`src/rtl/pulse_stretcher.sv`:
```
// Widens single-cycle events into fixed-width pulses separated by a minimum low gap.
// Events arriving mid-pulse are queued in a saturating counter; drops raise a sticky overflow flag.
module pulse_stretcher #(
    parameter int WIDTH_CYCLES = 4,
    parameter int GAP_CYCLES   = 2,
    parameter int PEND_MAX     = 3
) (
    input  logic       clock,
    input  logic       reset,
    input  logic       pulse_in,
    input  logic       clr_overflow,
    output logic       pulse_out,
    output logic       busy,
    output logic [3:0] pending,
    output logic       overflow
);

    typedef enum logic [1:0] {
        IDLE = 2'd0,
        HIGH = 2'd1,
        GAP  = 2'd2
    } state_t;

    localparam logic [15:0] W_LOAD   = 16'(WIDTH_CYCLES - 1);
    localparam logic [15:0] G_LOAD   = 16'(GAP_CYCLES - 1);
    localparam logic [3:0]  PEND_TOP = 4'(PEND_MAX);

    state_t      state_q, state_d;
    logic [15:0] cnt_q, cnt_d;
    logic [3:0]  pend_q, pend_d;
    logic        ovf_q, ovf_d;
    logic        pulse_out_q;
    logic        busy_q;
    logic        last_gap;
    logic        drop;

    always_comb begin
        state_d  = state_q;
        cnt_d    = cnt_q;
        pend_d   = pend_q;
        drop     = 1'b0;
        last_gap = (state_q == GAP) && (cnt_q == 16'd0);

        case (state_q)
            IDLE: begin
                if (pulse_in) begin
                    state_d = HIGH;
                    cnt_d   = W_LOAD;
                end
            end
            HIGH: begin
                if (cnt_q == 16'd0) begin
                    state_d = GAP;
                    cnt_d   = G_LOAD;
                end else begin
                    cnt_d = cnt_q - 16'd1;
                end
            end
            GAP: begin
                if (cnt_q == 16'd0) begin
                    if ((pend_q != 4'd0) || pulse_in) begin
                        state_d = HIGH;
                        cnt_d   = W_LOAD;
                    end else begin
                        state_d = IDLE;
                    end
                end else begin
                    cnt_d = cnt_q - 16'd1;
                end
            end
            default: begin
                state_d = IDLE;
                cnt_d   = 16'd0;
            end
        endcase

        // On the last gap cycle a new event replaces the queued one it would consume,
        // so the count only drops when the queue feeds the next pulse on its own.
        if (last_gap) begin
            if ((pend_q != 4'd0) && !pulse_in) begin
                pend_d = pend_q - 4'd1;
            end
        end else if ((state_q != IDLE) && pulse_in) begin
            if (pend_q < PEND_TOP) begin
                pend_d = pend_q + 4'd1;
            end else begin
                drop = 1'b1;
            end
        end

        ovf_d = drop | (ovf_q & ~clr_overflow);
    end

    always_ff @(posedge clock) begin
        if (reset) begin
            state_q     <= IDLE;
            cnt_q       <= 16'd0;
            pend_q      <= 4'd0;
            ovf_q       <= 1'b0;
            pulse_out_q <= 1'b0;
            busy_q      <= 1'b0;
        end else begin
            state_q     <= state_d;
            cnt_q       <= cnt_d;
            pend_q      <= pend_d;
            ovf_q       <= ovf_d;
            pulse_out_q <= (state_d == HIGH);
            busy_q      <= (state_d != IDLE);
        end
    end

    assign pulse_out = pulse_out_q;
    assign busy      = busy_q;
    assign pending   = pend_q;
    assign overflow  = ovf_q;

endmodule

```
`config.mk`:
```
export PLATFORM = sky130hd
export DESIGN_NAME = pulse_stretcher
export DESIGN_NICKNAME = d
export VERILOG_FILES = /design/src/rtl/pulse_stretcher.sv
export SDC_FILE = /design/constraint.sdc
export NUM_CORES = 1
export LEC_CHECK = 0
export CAP_MARGIN = 20
export CORE_ASPECT_RATIO = 2
export CORE_MARGIN = 2
export CORE_UTILIZATION = 57
export DETAILED_ROUTE_END_ITERATION = 8
export GPL_TIMING_DRIVEN = 0
export PLACE_DENSITY = 0.81
export SLEW_MARGIN = 20
export SYNTH_ARGS = -nofsm -noshare
export SYNTH_HDL_FRONTEND = slang
export SYNTH_SLANG_ARGS = --single-unit
```
`constraint.sdc`:
```
create_clock -name clock -period 3.4 [get_ports clock]
set_input_delay 0.51 -clock clock [delete_from_list [all_inputs] [get_ports clock]]
set_output_delay 0.51 -clock clock [all_outputs]
set_load 0.005 [all_outputs]
```
Word level (Yosys, flattened, before mapping) --
Cells that the tools add are included.
Word-level totals: register bits after elaboration 25, input bits 4, logic and storage cells 50
Cells by class: add/subtract/negate cells 3, magnitude comparators 1, equal/unequal tests 6, multiplexer cells 17, bitwise operators 3, reduce and logical (&&, ||, !) cells 14
Operators with widths (number):
- two-way mux 16 bit | 4
- one-hot mux 16 bit (3 select lines) | 1
- logical NOT 16 bit | 1
- two-way mux 4 bit | 4
- subtractor 16 x 1 -> 16 bit, second input constant | 1
- nonzero test 2 bit | 4
- two-way mux 2 bit | 3
- one-hot mux 2 bit (3 select lines) | 1
- adder 4 x 1 -> 4 bit, second input constant | 1
- == test 2 x 1 -> 1 bit, second input constant | 2
- less-than comparator 4 x 2 -> 1 bit, second input constant | 1
- two-way mux 1 bit | 4
- nonzero test 4 bit | 1
- subtractor 4 x 1 -> 4 bit, second input constant | 1
- logical AND 1 bit | 3
- inequality test 3 x 2 -> 1 bit, second input constant | 1
- AND reduction 3 bit | 1
- == test 2 bit, second input constant | 1
- logical NOT 2 bit | 1
- inequality test 2 x 1 -> 1 bit, second input constant | 1
- inequality test 2 bit, second input constant | 1
- AND reduction 2 bit | 1
- bitwise AND 1 bit | 1
- logical NOT 1 bit | 1
- other kinds (3) | 3

Longest topological paths before layout --
word-level depth 6, mapped depth 10

Least setup slack after synthesis --
OpenSTA, ideal clock, no wires.
path type reg2reg, start register cnt_q[9], end register pend_q[3], in the netlist pending[3], setup time 0.123 ns, data arrival time 2.335 ns, path slack 0.941 ns, stages on the path, launching flop included 10, cells stage by stage dfxtp_1 or4_1 nor2_1 nand4_1 inv_1 ha_1 a21o_1 a21oi_1 mux2i_1 mux2_1
Between the ends: longest elaborated chain between the ends 4, elaborated cells between the ends (all ways) 7
RTL lines:
- start, declared | RTL line 29 | logic [15:0] cnt_q, cnt_d;
- start signal, assigned | RTL line 104 | cnt_q <= cnt_d;
- logical NOT 16 bit * | RTL line 42 | last_gap = (state_q == GAP) && (cnt_q == 16'd0);
- logical AND 1 bit * | RTL line 42
- inequality test 2 x 1 -> 1 bit (no line) or nonzero test 2 bit (tied branches)
- AND reduction 3 bit (no line)
- end signal, assigned | RTL line 105 | pend_q <= pend_d;
- end, declared | RTL line 30 | logic [3:0] pend_q, pend_d;
Mark *: on every way between the ends. The rest lies on a longest branch, timed or not. A chain may end at the register's enable or synchronous reset.

Worst setup path after layout --
Same ends and word-level chain as after synthesis.

==> summary.md <==
| Metric | Value |
|---|---|
| Power density of the placed cells | `1080 nW/um^2` |
| Overall die area | `3052 um^2` |
| Crit path setup slack, layout | `0.7151 ns` |
| Post-cts hold buffer count | `0` |
| Total global routing overflow | `0` |
| TritonCTS buffer count | `3` |
| Final ANT Viol Nets | `0` |
| Number of slew-limit violations in the final report | `0` |
| Number of buffers between clock root and the deepest sink | `2` |
| Worst Setup Path Type | `flip-flop to flip-flop` |
| Post-route clock skew | `0.003905 ns` |
| Unrepaired setup endpoints after global routing | `false` |
| Total of buffers placed on input and output ports | `9` |
| Count of different cell masters after synthesis | `47` |
| Synthesized flop and latch total | `25` |
| Peak supply drop | `around 620 uV` |
| Setup TNS | `0 ns` |
| Cell area after layout | `1654 um^2` |
| Total cell area at the placement stage | `1609 um^2` |
| Longest individual stage delay on the worst path | `approximately 0.64 ns` |
| Min-delay worst type | `flip-flop to flip-flop` |
| Post-synthesis instance area | `1484 um^2` |
| IO Count | `11` |
| Aggregate routed wire length | `3.336 mm` |
| Clock tree from TritonCTS | `done` |
| Number of global-route vias before repair | `1260` |
| Clock latency on the worst-skew pair | `0.27 ns` |
| Tightest slew margin relative to the limit | `50.20%` |
| Total number of nets in the final design | `187` |
| Wire length of the first global-routing pass | `5.437 mm` |
| Final routed wire length divided by cell count | `16.27 um` |
| Number of nets produced by synthesis | `173` |
| Post-cts sizing count | `0` |
| Cell-by-cell trace of the critical path | `or4_1, nor2_1, nand4_1, inv_1, ha_1, a21o_1, a21oi_1, mux2i_1, mux2_1` |
| Sinks on Clock Net | `25` |
| Sequential element share of the synthesized area | `33.73%` |
| Number of antenna violations at the first check in global routing | `0` |
| Maximum fanout encountered on the critical timing path | `7` |
| Synth-to-layout area growth | `11.47%` |
| Initial DRC Count | `37` |
| Die span in x | `~40 um` |
| DR pass1 iterations | `4` |
| Global placer's final weighted congestion | `0.9005` |
| Crit path time final | `2.685 ns` |
| Initial core utilization | `between 50% and 60%` |
| Core utilization of the finished layout | `66.03%` |
| Outcome | `complete, no violations` |
| Area of the placeable core | `2505 um^2` |
| WP buf/inv | `1` |
| Final clock period utilization by the worst path | `roughly 79%` |
| Leakage power of the design | `0.6947 nW` |
| Post-CTS setup buffers | `0` |
| Fill cell total of the finished layout | `216` |
| Least-Margin Pin Slew | `0.7413 ns` |
| Pin count of the biggest net entering global routing | `14` |
| HPWL after DPL | `2.444 mm` |
| H-tree depth | `1` |
| Synth Area per Inst | `roughly 9.0 um^2` |
| Antenna diode count | `0` |
| Via-to-Cell Ratio | `6.356` |
| Setup violators final | `0` |
| Startpoint types | `flip-flop` |
| Clock Tree Root | `sky130_fd_sc_hd__clkbuf_8` |
| Final Hold Viols | `0` |
| Number of warnings issued by yosys | `0` |
| Critical path data arrival time | `2.84 ns` |
| Highest clock frequency the design can meet | `approximately 0.37 GHz` |
| Critical path capture point type | `flip-flop` |
| Via count | `about 1300` |
| Floorplan row count | `26` |
| All-Layer GR Usage | `roughly 25%` |
| Worst slack on hold paths | `0.5142 ns` |
| Height of the die | `76.16 um` |
| Post-Place Worst Slack | `just over 0.7 ns` |
| Gate Count Post-Synth | `~160` |
| Required time at the worst-slack endpoint | `3.56 ns` |
| Residual DRC | `0` |
| Clock transition at the registers of the reported paths | `0.08 ns` |
| Category of cells accounting for the largest share of critical-path delay | `simple AND/OR/NAND/NOR gates` |
| Slowest stage cell on the critical path | `sky130_fd_sc_hd__or4_1` |
| Max-cap violations | `0` |
| Share of layout cells above drive strength 1 | `13.56%` |
[worst paths after layout]
check	start	to	slack [ns]	depth (start not counted)
setup / recovery	cnt_q[9]	pending[3]	0.72	9
setup reg to reg	cnt_q[9]	pending[3]	0.72	9
hold / removal	cnt_q[8]	cnt_q[8]	0.51	1
hold reg to reg	cnt_q[8]	cnt_q[8]	0.51	1
[area by class of cell]
type | count | area [um^2] | share of cell area (%)
Tap cell | 28 | 35.03 | 2.118
Sequential cell | 25 | 500.5 | 30.26
Inverter | 9 | 33.78 | 2.042
Buffer | 7 | 62.56 | 3.782
Multi-Input combinational cell | 123 | 887.1 | 53.63
Timing Repair Buffer | 9 | 90.09 | 5.446
Clock buffer | 4 | 45.04 | 2.723
[synthesized netlist by cell type (all sizes together)]
master | count | share of area [%]
clkbuf | 3 | 2.1
fa | 1 | 1.3
o22ai | 8 | 3.4
and3 | 2 | 0.84
o21ai | 4 | 1.3
or3 | 2 | 0.84
a21oi | 8 | 3.5
nor2 | 22 | 5.6
mux2 | 1 | 0.76
o221a | 1 | 0.76
nor3b | 4 | 2.0
nor4 | 5 | 3.5
nand4 | 2 | 1.3
xor2 | 1 | 0.59
ha | 4 | 3.4
nand3 | 3 | 1.0
and4 | 1 | 0.67
or2 | 1 | 0.42
and2 | 2 | 0.84
a21boi | 1 | 0.51
xnor2 | 7 | 4.1
nor2b | 3 | 1.3
nor4b | 1 | 1.0
o2bb2ai | 3 | 1.8
a21o | 6 | 3.0
a211oi | 2 | 1.0
o211ai | 1 | 0.51
buf | 4 | 2.1
inv | 9 | 2.3
o41ai | 2 | 2.4
nand2 | 8 | 2.0
dfxtp | 25 | 34
mux2i | 1 | 0.67
nor3 | 9 | 3.8
o311a | 1 | 0.76
a41o | 1 | 0.76
a2111oi | 3 | 3.0
or4 | 2 | 1.0
[cell families (layout without fill, tap and decap cells)]
group	after synthesis	in the layout	synth area share (%)
AOI/OAI and AO/OA	41	41	22.77
xor gates and xnor gates	8	8	4.722
adders and majority gates	5	5	4.722
buffers and inverters	16	29	6.492
DFF	25	25	33.73
muxes	2	2	1.433
and+or+nand+nor	67	67	26.14
[layer usage]
layer	up-vias	global-route usage (%)	routed length (um)
li1	630	-	-
met1	629	25.47	1251
met2	31	42.90	1844
met3	13	3.790	100
met4	0	12.76	139
met5	-	0	0
[layout by cell type (no fill, tap or decap), types with 2 or more instances in the layout]
master                             n
sky130_fd_sc_hd__and3_1            2
sky130_fd_sc_hd__xnor2_1           7
sky130_fd_sc_hd__a21o_1            6
sky130_fd_sc_hd__inv_1             9
sky130_fd_sc_hd__or4_1             2
sky130_fd_sc_hd__nor4_1            3
sky130_fd_sc_hd__nand2_1           8
sky130_fd_sc_hd__ha_1              4
sky130_fd_sc_hd__nor3b_1           4
sky130_fd_sc_hd__nor2_1           22
sky130_fd_sc_hd__nand3_1           3
sky130_fd_sc_hd__a211oi_1          2
sky130_fd_sc_hd__and2_1            2
sky130_fd_sc_hd__clkdlybuf4s50_1   9
sky130_fd_sc_hd__nor3_1            8
sky130_fd_sc_hd__o22ai_1           8
sky130_fd_sc_hd__buf_4             2
sky130_fd_sc_hd__clkbuf_8          5
sky130_fd_sc_hd__o2bb2ai_1         3
sky130_fd_sc_hd__o21ai_0           4
sky130_fd_sc_hd__a21oi_1           7
sky130_fd_sc_hd__a2111oi_2         3
sky130_fd_sc_hd__nor2b_1           3
sky130_fd_sc_hd__clkbuf_1          2
sky130_fd_sc_hd__or3_1             2
sky130_fd_sc_hd__dfxtp_1          25
[where the power goes]
group	internal, W	switching, W	leakage, nW
clock	0.0000838	0.0000896	0.0228
sequential	0.000400	0.000130	0.204
combinational	0.000465	0.000618	0.468
total	0.000948	0.000838	0.695
[through the flow]
step / instances / power (W)
global placement: 201 / 0.001557
detailed placement: 201 / 0.001583
finish: 205 / 0.001786
floorplan: 164 / 0.001356
CTS: 205 / 0.001779
global route: 205 / 0.001927
[sequential cells by signal, summed over array words and instances, names as in the netlist]
| signal | flops |
|---|---|
| pulse_out | 1 |
| pending | 4 |
| overflow | 1 |
| state_q | 2 |
| cnt_q | 16 |
| busy | 1 |
Note: power is estimated with default switching activity, not from simulation.
